$ cat src/rtl/decoder_seq_onehot_pkg.sv
// Shared definitions for the sequenced one-hot decoder: mode encodings,
// FSM state type and a small constant helper used for counter sizing.
package decoder_seq_onehot_pkg;

  localparam logic [1:0] MODE_STATIC = 2'b00;
  localparam logic [1:0] MODE_PULSE  = 2'b01;
  localparam logic [1:0] MODE_SCAN   = 2'b10;
  localparam logic [1:0] MODE_RSVD   = 2'b11;

  typedef enum logic [1:0] {
    ST_IDLE  = 2'd0,
    ST_HOLD  = 2'd1,
    ST_PULSE = 2'd2,
    ST_SCAN  = 2'd3
  } state_t;

  function automatic int max_int(input int a, input int b);
    return (a > b) ? a : b;
  endfunction

endpackage

$ cat src/rtl/decoder_seq_onehot_onehot_dec.sv
// Combinational SEL_W-bit index to 2**SEL_W one-hot decoder.
module onehot_dec #(
  parameter int SEL_W = 4
) (
  input  logic [SEL_W-1:0]      idx,
  output logic [(1<<SEL_W)-1:0] onehot
);

  localparam int OUT_W = 1 << SEL_W;

  // Shift a single one into position idx.
  always_comb begin
    onehot = {{(OUT_W-1){1'b0}}, 1'b1} << idx;
  end

endmodule

$ cat src/rtl/decoder_seq_onehot.sv
// Registered binary-to-one-hot decoder with load handshake and three output
// modes: static hold, timed pulse and (optionally) auto-scan.
// Build option: define DECODER_SCAN_EN to include the SCAN mode and its dwell
// logic; without it, a SCAN request is rejected like the reserved mode.
module decoder_seq_onehot
  import decoder_seq_onehot_pkg::*;
#(
  parameter int SEL_W      = 4,
  parameter int PULSE_LEN  = 4,
  parameter int SCAN_DWELL = 2
) (
  input  logic                  clk,
  input  logic                  rst,
  input  logic                  en,
  input  logic                  load,
  input  logic [SEL_W-1:0]      sel,
  input  logic [1:0]            mode,
  output logic [(1<<SEL_W)-1:0] dout,
  output logic                  dout_vld,
  output logic [SEL_W-1:0]      idx,
  output logic                  busy,
  output logic                  err
);

  localparam int OUT_W = 1 << SEL_W;
  localparam int CNT_W = $clog2(max_int(PULSE_LEN, SCAN_DWELL)) + 1;
  localparam logic [CNT_W-1:0] PULSE_RELOAD = CNT_W'(PULSE_LEN - 1);
`ifdef DECODER_SCAN_EN
  localparam logic [CNT_W-1:0] SCAN_RELOAD  = CNT_W'(SCAN_DWELL - 1);
`endif

  state_t           state_q, state_d;
  logic [CNT_W-1:0] cnt_q, cnt_d;
  logic [SEL_W-1:0] idx_d;
  logic             on_d;
  logic             busy_d;
  logic             err_d;
  logic             accept;
  logic [OUT_W-1:0] dec_onehot;
  logic [OUT_W-1:0] dout_d;

  // The decoder works on the next index so dout is registered alongside it.
  onehot_dec #(.SEL_W(SEL_W)) u_dec (
    .idx    (idx_d),
    .onehot (dec_onehot)
  );

  // Next-state: timed progression first, then an accepted load overrides it.
  always_comb begin
    state_d = state_q;
    cnt_d   = cnt_q;
    idx_d   = idx;
    on_d    = dout_vld;
    busy_d  = busy;
    err_d   = 1'b0;
    accept  = load && !busy;

    if (!en) begin
      state_d = ST_IDLE;
      cnt_d   = '0;
      idx_d   = '0;
      on_d    = 1'b0;
      busy_d  = 1'b0;
    end else begin
      case (state_q)
        ST_PULSE: begin
          if (cnt_q == '0) begin
            state_d = ST_IDLE;
            idx_d   = '0;
            on_d    = 1'b0;
            busy_d  = 1'b0;
          end else begin
            cnt_d = cnt_q - 1'b1;
          end
        end
`ifdef DECODER_SCAN_EN
        ST_SCAN: begin
          if (cnt_q == '0) begin
            idx_d = idx + 1'b1;
            cnt_d = SCAN_RELOAD;
          end else begin
            cnt_d = cnt_q - 1'b1;
          end
        end
`endif
        default: ;
      endcase

      if (accept) begin
        case (mode)
          MODE_STATIC: begin
            state_d = ST_HOLD;
            idx_d   = sel;
            on_d    = 1'b1;
            cnt_d   = '0;
          end
          MODE_PULSE: begin
            state_d = ST_PULSE;
            idx_d   = sel;
            on_d    = 1'b1;
            busy_d  = 1'b1;
            cnt_d   = PULSE_RELOAD;
          end
`ifdef DECODER_SCAN_EN
          MODE_SCAN: begin
            state_d = ST_SCAN;
            idx_d   = sel;
            on_d    = 1'b1;
            cnt_d   = SCAN_RELOAD;
          end
`endif
          default: err_d = 1'b1;
        endcase
      end
    end

    dout_d = on_d ? dec_onehot : '0;
  end

  // State and output registers; reset aborts any operation at once.
  always_ff @(posedge clk or posedge rst) begin
    if (rst) begin
      state_q  <= ST_IDLE;
      cnt_q    <= '0;
      idx      <= '0;
      dout     <= '0;
      dout_vld <= 1'b0;
      busy     <= 1'b0;
      err      <= 1'b0;
    end else begin
      state_q  <= state_d;
      cnt_q    <= cnt_d;
      idx      <= idx_d;
      dout     <= dout_d;
      dout_vld <= on_d;
      busy     <= busy_d;
      err      <= err_d;
    end
  end

endmodule

$ cat config.mk
export PLATFORM = sky130hd
export DESIGN_NAME = decoder_seq_onehot
export DESIGN_NICKNAME = d
export VERILOG_FILES = /design/src/rtl/decoder_seq_onehot_pkg.sv /design/src/rtl/decoder_seq_onehot_onehot_dec.sv /design/src/rtl/decoder_seq_onehot.sv
export SDC_FILE = /design/constraint.sdc
export NUM_CORES = 1
export LEC_CHECK = 0
export CORE_MARGIN = 2
export CORE_UTILIZATION = 46
export CTS_CLUSTER_SIZE = 16
export DETAILED_ROUTE_END_ITERATION = 12
export PLACE_DENSITY_LB_ADDON = 0.2
export SLEW_MARGIN = 10
export SYNTH_ARGS = -nofsm -noshare
export SYNTH_HDL_FRONTEND = slang
export SYNTH_SLANG_ARGS = --single-unit
export TNS_END_PERCENT = 100
$ cat constraint.sdc
create_clock -name clk -period 2.55 [get_ports clk]
set_clock_uncertainty 0.15 [all_clocks]
set_input_delay 0.51 -clock clk [delete_from_list [all_inputs] [get_ports clk]]
set_output_delay 0.51 -clock clk [all_outputs]
set_load 0.005 [all_outputs]
# [After elaboration in Yosys (flattened, before gate mapping)]
# Cells that the tools add are included.
[classes] mux=29 n_eq_ne=2 n_reduce_logical=5 add_sub_neg=1 shifts=1
[op_table] operator="$mux 4" n=5
[op_table] operator="$mux 16" n=1
[op_table] operator="$shl 1x4->16 const A" n=1
[op_table] operator="$mux 1" n=13
[op_table] operator="$mux 3" n=4
[op_table] operator="$mux 2" n=4
[op_table] operator="$pmux 3 s2" n=1
[op_table] operator="$pmux 2 s2" n=1
[op_table] operator="$logic_not 3->1" n=1
[op_table] operator="$sub 3x1->3 const B" n=1
[op_table] operator="$eq 2x1->1 const B" n=1
[op_table] operator="$eq 2x2->1 const B" n=1
[op_table] operator="$logic_not 2->1" n=1
[op_table] operator="$reduce_or 2->1" n=1
[op_table] operator="$logic_and 1x1->1" n=1
[op_table] operator="$logic_not 1->1" n=1
[word_totals] reg_bits=28 wordCells=45

# [Logic depth before layout (Yosys ltp)]
# Gate-level depths: netlist of the first run.
[logic_depth] ltp_word=8 mapped_depth=8 depth_no_buf=6

# [Hierarchy]
# From an unflattened synthesis of the first run, not the netlist that was laid out.
[unflattened] cells_unflattened=112 area_unflattened_um2=1398.8
[by_module_without_submodules] mod="decoder_seq_onehot" area_each_um2=1172.4 cells_each=92 n_inst=1
[by_module_without_submodules] mod="onehot_dec" area_each_um2=226.5 cells_each=20 n_inst=1

# [Worst setup path before layout of the first run]
# No wires, ideal clock.
[synth_path] kind="register -> register" from="register cnt_q[0]" to="register dout[5]" required_time_ps=2320 t_arrival_ps=1689 stages_incl_launch_ff=8 setup_slack_ps=631 path_cell_list="dfrtp_1 -> inv_1 -> ha_1 -> nand4bb_1 -> clkbuf_1 -> a31oi_1 -> or3b_4 -> nor3_2"
[synth_via] elab_chain_cells=8
[synth_lines] element="start, declared" line="decoder_seq_onehot.sv:33" source="logic [CNT_W-1:0] cnt_q, cnt_d;"
[synth_lines] element="start signal, assigned" line="decoder_seq_onehot.sv:132" source="cnt_q <= cnt_d;"
[synth_lines] element="$logic_not 3->1 (*)" line="decoder_seq_onehot.sv:67" source="if (cnt_q == '0) begin"
[synth_lines] element="$mux 4" line="decoder_seq_onehot.sv:67"
[synth_lines] element="$mux 4" line="decoder_seq_onehot.sv:65" source="case (state_q)"
[synth_lines] element="$mux 4" line="decoder_seq_onehot.sv:90" source="case (mode)"
[synth_lines] element="$mux 4" line="decoder_seq_onehot.sv:89" source="if (accept) begin"
[synth_lines] element="$mux 4" line="decoder_seq_onehot.sv:58" source="if (!en) begin"
[synth_lines] element="$shl 1x4->16" line="decoder_seq_onehot_onehot_dec.sv:13" source="onehot = {{(OUT_W-1){1'b0}}, 1'b1} << idx;"
[synth_lines] element="$mux 16 (*)" line="decoder_seq_onehot.sv:117" source="dout_d = on_d ? dec_onehot : '0;"
[synth_lines] element="net dout_d[5]" line="decoder_seq_onehot.sv:40" source="logic [OUT_W-1:0] dout_d;"
[synth_lines] element="end signal, assigned" line="decoder_seq_onehot.sv:134" source="dout <= dout_d;"
[synth_lines] element="end, declared" line="decoder_seq_onehot.sv:18" source="output logic [(1<<SEL_W)-1:0] dout,"
# The timed path passes the listed nets; every way through them passes the cells marked *.

# [Worst setup path after layout of the first run]
# Same ends and word-level chain as after synthesis.

==> results_dict.tcl, run 1 <==
set metrics [dict create \
    status "finished clean" \
    grtUsageTotal 0.1732 \
    total_power_mw 0.8675 \
    fmax_mhz 450.4 \
    drt_iter0_markers 19 \
    synth-edff-count 0 \
    fin_crit_sh 0.8708 \
    crit_arrival_ns 2.34 \
    slew_headroom 0.6713 \
    path_class "flop to flop" \
    syn-num-nets 118 \
    slew_violations 0 \
    chipWidth_um 55.23 \
    post_drt_via_cell_ratio 5.283 \
    start_kind "flop" \
    diodes 0 \
    dp.cells 169 \
    ys_seq_area_frac 0.5803 \
    post_cts_resized 0 \
    synth_seq_cells 28 \
    place_area_mm2 0.001588 \
    antenna_found_initial 0 \
    drtAntennaViolNets 0 \
    cts-root-buf "clkbuf_4" \
    ys.flop_type "dfrtp_1" \
    initial_utilization 0.4874 \
    drive_gt1_frac 0.1329 \
    die-area_mm2 0.003050 \
    crit_required_ns 2.67 \
    fp.coreArea_mm2 0.002477 \
    async_flop_share 1.000 \
    clk_pin_slew_ns 0.15 \
    setup_viol 0 \
    pre_cts_ws_ns 0.03848 \
    gp_congestion 0.7826 \
    setup_tns_ns 0 \
    grt_max_degree 29 \
    die_height_um 55.23 \
    use_met2 0.2959 \
    nNetsFinal 156 \
    final.min_clock_period_ns 2.220 \
    ir_drop_mv 0.4734 \
    first_pass_iters 4 \
    p_leak_nw 0.7112 \
    rows 18 \
    dp_hpwl_mm 1.925 \
    vias 914 \
    synthCells 106 \
    clock_sinks 28 \
    final_util 0.6621 \
    yosys_warnings 0 \
    fin_area_mm2 0.001640 \
    synthesis.area_mm2 0.001207 \
    postCtsHoldBufs 0 \
    io_buffers 32 \
    tightest_slew_ns 0.4864 \
    grt_pass1_wl_mm 4.174 \
    end_kind "flop" \
    cts-buffers-inserted 3 \
    cts.htree.levels 1 \
    met3_usage 0.03513 \
    fin_cells 173 \
    cts_max_path_buffers 2 \
    grt.busiest_layer "met2" \
    areaGrowthSynthToFinish_pct 35.85 \
    hold_class "input port to async pin" \
    yosysUniqueCellTypes 34 \
    setup_ws_ns 0.3296 \
    tritoncts "done" \
    post_cts_buffers 0 \
    drt_wl_total_mm 2.506 \
    use_met1 0.2121 \
    post_drt_wl_per_cell_um 14.49 \
    power_density_mw_per_mm2 528.9 \
    ios 33 \
    avgSynthCellArea_um2 11.39 \
    clkLatencyLatePin_ns 0.33 \
    drc 0 \
    hold_violations 0 \
    gr-total-overflow 0 \
    worstPathMaxFanout 9 \
    hold_ws_ns 0.3604 \
    rsz0062_at_grt "no" \
    first_global_vias 887 \
    drv_cap 0 \
]
[worst max-delay path: stages, from the launching register on]
cell and delay, ns:
dfrtp_1 0.39, inv_1 0.10, ha_1 0.21, nand4bb_1 0.35, a31o_1 0.38, or3b_4 0.42
nor3_2 0.16
[final timing paths]
path / startpoint / to / slack, ns / depth (start not counted)
max: cnt_q[0] / dout[5] / 0.33 / 6
min: rst / dout[11] / 0.36 / 3
max reg2reg: cnt_q[0] / dout[5] / 0.33 / 6
min reg2reg: cnt_q[2] / cnt_q[2] / 0.42 / 2
max in group asynchronous: rst / idx[1] / 1.63 / 3
min in group clk: cnt_q[2] / cnt_q[2] / 0.42 / 2
[registers in the layout, indices dropped and copies added, names as in the netlist]
signal / cells
dout: 16
idx: 4
cnt_q: 3
state_q: 2
busy: 1
dout_vld: 1
err: 1
[cells in the mapped netlist (3+ instances only)]
| cell | number | share of area |
|---|---|---|
| inv_1 | 4 | 0.012 |
| nor2b_1 | 4 | 0.021 |
| clkbuf_1 | 4 | 0.012 |
| nand2_1 | 8 | 0.025 |
| and2_1 | 3 | 0.016 |
| a21boi_0 | 3 | 0.019 |
| a21oi_1 | 5 | 0.021 |
| nor3_1 | 8 | 0.033 |
| nor4bb_1 | 3 | 0.025 |
| nor2_1 | 7 | 0.022 |
| dfrtp_1 | 28 | 0.58 |
[placed cells by master, fill, tap and decap left out, types with 2 or more instances in the layout]
cell type        Yosys  routed
nor3_2               2       2
dfrtp_1             28      28
inv_1                4       4
nand3_1              2       2
nor3_1               8       8
nand2_1              8       8
ha_1                 2       2
buf_4                1       6
and2_1               3       3
o21ai_0              2       2
or3b_4               2       2
clkdlybuf4s50_1      0      32
nor2b_1              4       4
nor4bb_1             3       3
clkbuf_4             0       3
and4b_1              2       2
a21oi_1              5       5
a21boi_0             3       3
nor2_1               7       7
[cells by family after synthesis]
logic type,count (synthesis),share of synthesized area
DFF,28,0.5803
and+or+nand+nor,47,0.2435
adders and majority gates,2,0.02072
xor gates and xnor gates,1,0.007255
buffers and inverters,9,0.03108
muxes,1,0.009326
AOI/OAI and AO/OA,18,0.1078
[report_power, final]
| group | internal (mW) | switching (mW) | leakage, nW |
|---|---|---|---|
| Sequential | 0.456 | 0.00823 | 0.385 |
| Clock | 0.159 | 0.128 | 0.0279 |
| Combinational | 0.0590 | 0.0575 | 0.298 |
[per-layer routing]
metal	vias up	part of all wire
met3	4	0.040
li1	446	-
met4	0	0.013
met5	-	0
met1	440	0.42
met2	24	0.53
[cell type report]
class | count | area (um2)
clock buffer | 3 | 22.52
clock inverter | 1 | 30.03
fill | 197 | 837.1
inverter | 4 | 15.01
multi-input combinational | 69 | 469.2
sequential | 28 | 700.7
tap | 30 | 37.54
timing repair buffer | 38 | 365.4
(Power assumes the default switching activity.)
==> run 2, diff against run 1 <==
--- a/config.mk
+++ b/config.mk
@@ -10,7 +10,7 @@
 export CTS_CLUSTER_SIZE = 16
 export DETAILED_ROUTE_END_ITERATION = 12
 export PLACE_DENSITY_LB_ADDON = 0.2
-export SLEW_MARGIN = 10
+export SLEW_MARGIN = 20
 export SYNTH_ARGS = -nofsm -noshare
 export SYNTH_HDL_FRONTEND = slang
 export SYNTH_SLANG_ARGS = --single-unit
==> results of run 2 <==
Final layout, timing and power as in run 1 (identical DEF).
==> run 3, diff against run 2 <==
--- a/config.mk
+++ b/config.mk
@@ -5,7 +5,6 @@
 export SDC_FILE = /design/constraint.sdc
 export NUM_CORES = 1
 export LEC_CHECK = 0
-export CORE_MARGIN = 2
 export CORE_UTILIZATION = 46
 export CTS_CLUSTER_SIZE = 16
 export DETAILED_ROUTE_END_ITERATION = 12
==> results_dict.tcl, run 3 (synthesis results as in run 1) <==
set metrics [dict create \
    status "finished clean" \
    cp_cell_sequence "inv_1 > ha_1 > nand4bb_1 > a31o_1 > or3b_4 > nor3_2" \
    nNetsFinal 158 \
    post_cts_buffers 0 \
    tightest_slew_ns 0.4670 \
    first_pass_iters 4 \
    gp_congestion 0.7465 \
    tritoncts "done" \
    setup_tns_ns 0 \
    worstPathMaxFanout 9 \
    start_kind "flop" \
    chipWidth_um 53.23 \
    final.min_clock_period_ns 2.228 \
    clkLatencyLatePin_ns 0.33 \
    ios 33 \
    reg2reg_slack_ns 0.32 \
    slew_headroom 0.6880 \
    setup_viol 0 \
    fin_cells 175 \
    crit_arrival_ns 2.35 \
    cts-buffers-inserted 3 \
    drt_wl_total_mm 2.502 \
    post_drt_via_cell_ratio 5.514 \
    vias 965 \
    grtUsageTotal 0.2062 \
    fmax_mhz 448.8 \
    total_power_mw 0.8746 \
    drc 0 \
    die_height_um 53.23 \
    pre_cts_ws_ns 0.07877 \
    cts.htree.levels 1 \
    largest_reg_flops 16 \
    hold_violations 0 \
    clk_pin_slew_ns 0.15 \
    drive_gt1_frac 0.1448 \
    path_class "flop to flop" \
    clock_sinks 28 \
    r2r_end "dout[1]" \
    r2r_start "cnt_q[0]" \
    die-area_mm2 0.002833 \
    rows 18 \
    ff2ff_path_depth 6 \
    antenna_found_initial 0 \
    areaGrowthSynthToFinish_pct 37.10 \
    fin_area_mm2 0.001655 \
    dp.cells 171 \
    grt_pass1_wl_mm 4.098 \
    crit_required_ns 2.67 \
    slowest_delay_ns 0.41 \
    cts-root-buf "clkbuf_4" \
    grt_max_degree 29 \
    hold_class "input port to async pin" \
    p_leak_nw 0.7209 \
    fp.coreArea_mm2 0.002477 \
    cts_max_path_buffers 2 \
    dp_hpwl_mm 1.898 \
    layout_common_cells "clkdlybuf4s50_1 (32), dfrtp_1 (28), nand2_1 (8), nor3_1 (8), buf_4 (8)" \
    slowest_stage "or3b_4" \
    drv_cap 0 \
    gr-total-overflow 0 \
    io_buffers 32 \
    ir_drop_mv 0.4233 \
    first_global_vias 928 \
    rsz0062_at_grt "no" \
    final_common_cell "clkdlybuf4s50_1" \
    power_density_mw_per_mm2 528.4 \
    diodes 0 \
    setup_ws_ns 0.3220 \
    slew_violations 0 \
    drt_iter0_markers 10 \
    hold_ws_ns 0.3633 \
    post_drt_wl_per_cell_um 14.30 \
    initial_utilization 0.4874 \
    post_cts_resized 0 \
    end_kind "flop" \
    postCtsHoldBufs 0 \
    fin_crit_sh 0.8737 \
    largest-register "dout" \
    place_area_mm2 0.001603 \
    final_util 0.6682 \
    reg.largest.list "dout (16), idx (4), cnt_q (3)" \
    drtAntennaViolNets 0 \
]
-- run 3: report_power, final --
group	internal (mW)	switching (mW)
registers	0.456	0.00840
logic	0.0613	0.0577
clock network	0.159	0.132
total	0.677	0.198
-- run 3: per-layer routing --
| metal | vias to the layer above | global-route usage | part of all wire |
|---|---|---|---|
| met5 | - | 0 | 0 |
| met3 | 8 | 0.03736 | 0.038 |
| met2 | 25 | 0.3458 | 0.53 |
| met4 | 0 | 0.1009 | 0.022 |
| li1 | 450 | - | - |
| met1 | 482 | 0.2509 | 0.41 |
-- run 3: how the worst max path moves through the flow --
stage / from / to / slack (ns) / cells past startpoint
6_report: cnt_q[0] / dout[1] / 0.32 / 6
3_5_place_dp: load / dout[1] / 0.08 / 5
5_1_grt: cnt_q[0] / dout[2] / 0.18 / 7
3_3_place_gp: load / dout[5] / 0.12 / 5
2_1_floorplan: cnt_q[0] / dout[5] / 0.63 / 7
4_1_cts: cnt_q[0] / dout[1] / 0.30 / 6
-- run 3: worst max-delay path: cells and delay by family, from the launching register on --
family	cells	cell delay, ns
compound gates	1	0.39
buf+inv	1	0.11
flops	1	0.40
simple gates	3	0.92
fa+ha+maj	1	0.20
-- run 3: cell type report --
class / instances / area [um2]
Fill cell: 208 / 822.0
Sequential cell: 28 / 700.7
Multi-Input combinational cell: 69 / 469.2
Timing Repair Buffer: 40 / 380.4
Tap cell: 30 / 37.54
Clock inverter: 1 / 30.03
Clock buffer: 3 / 22.52
Inverter: 4 / 15.01
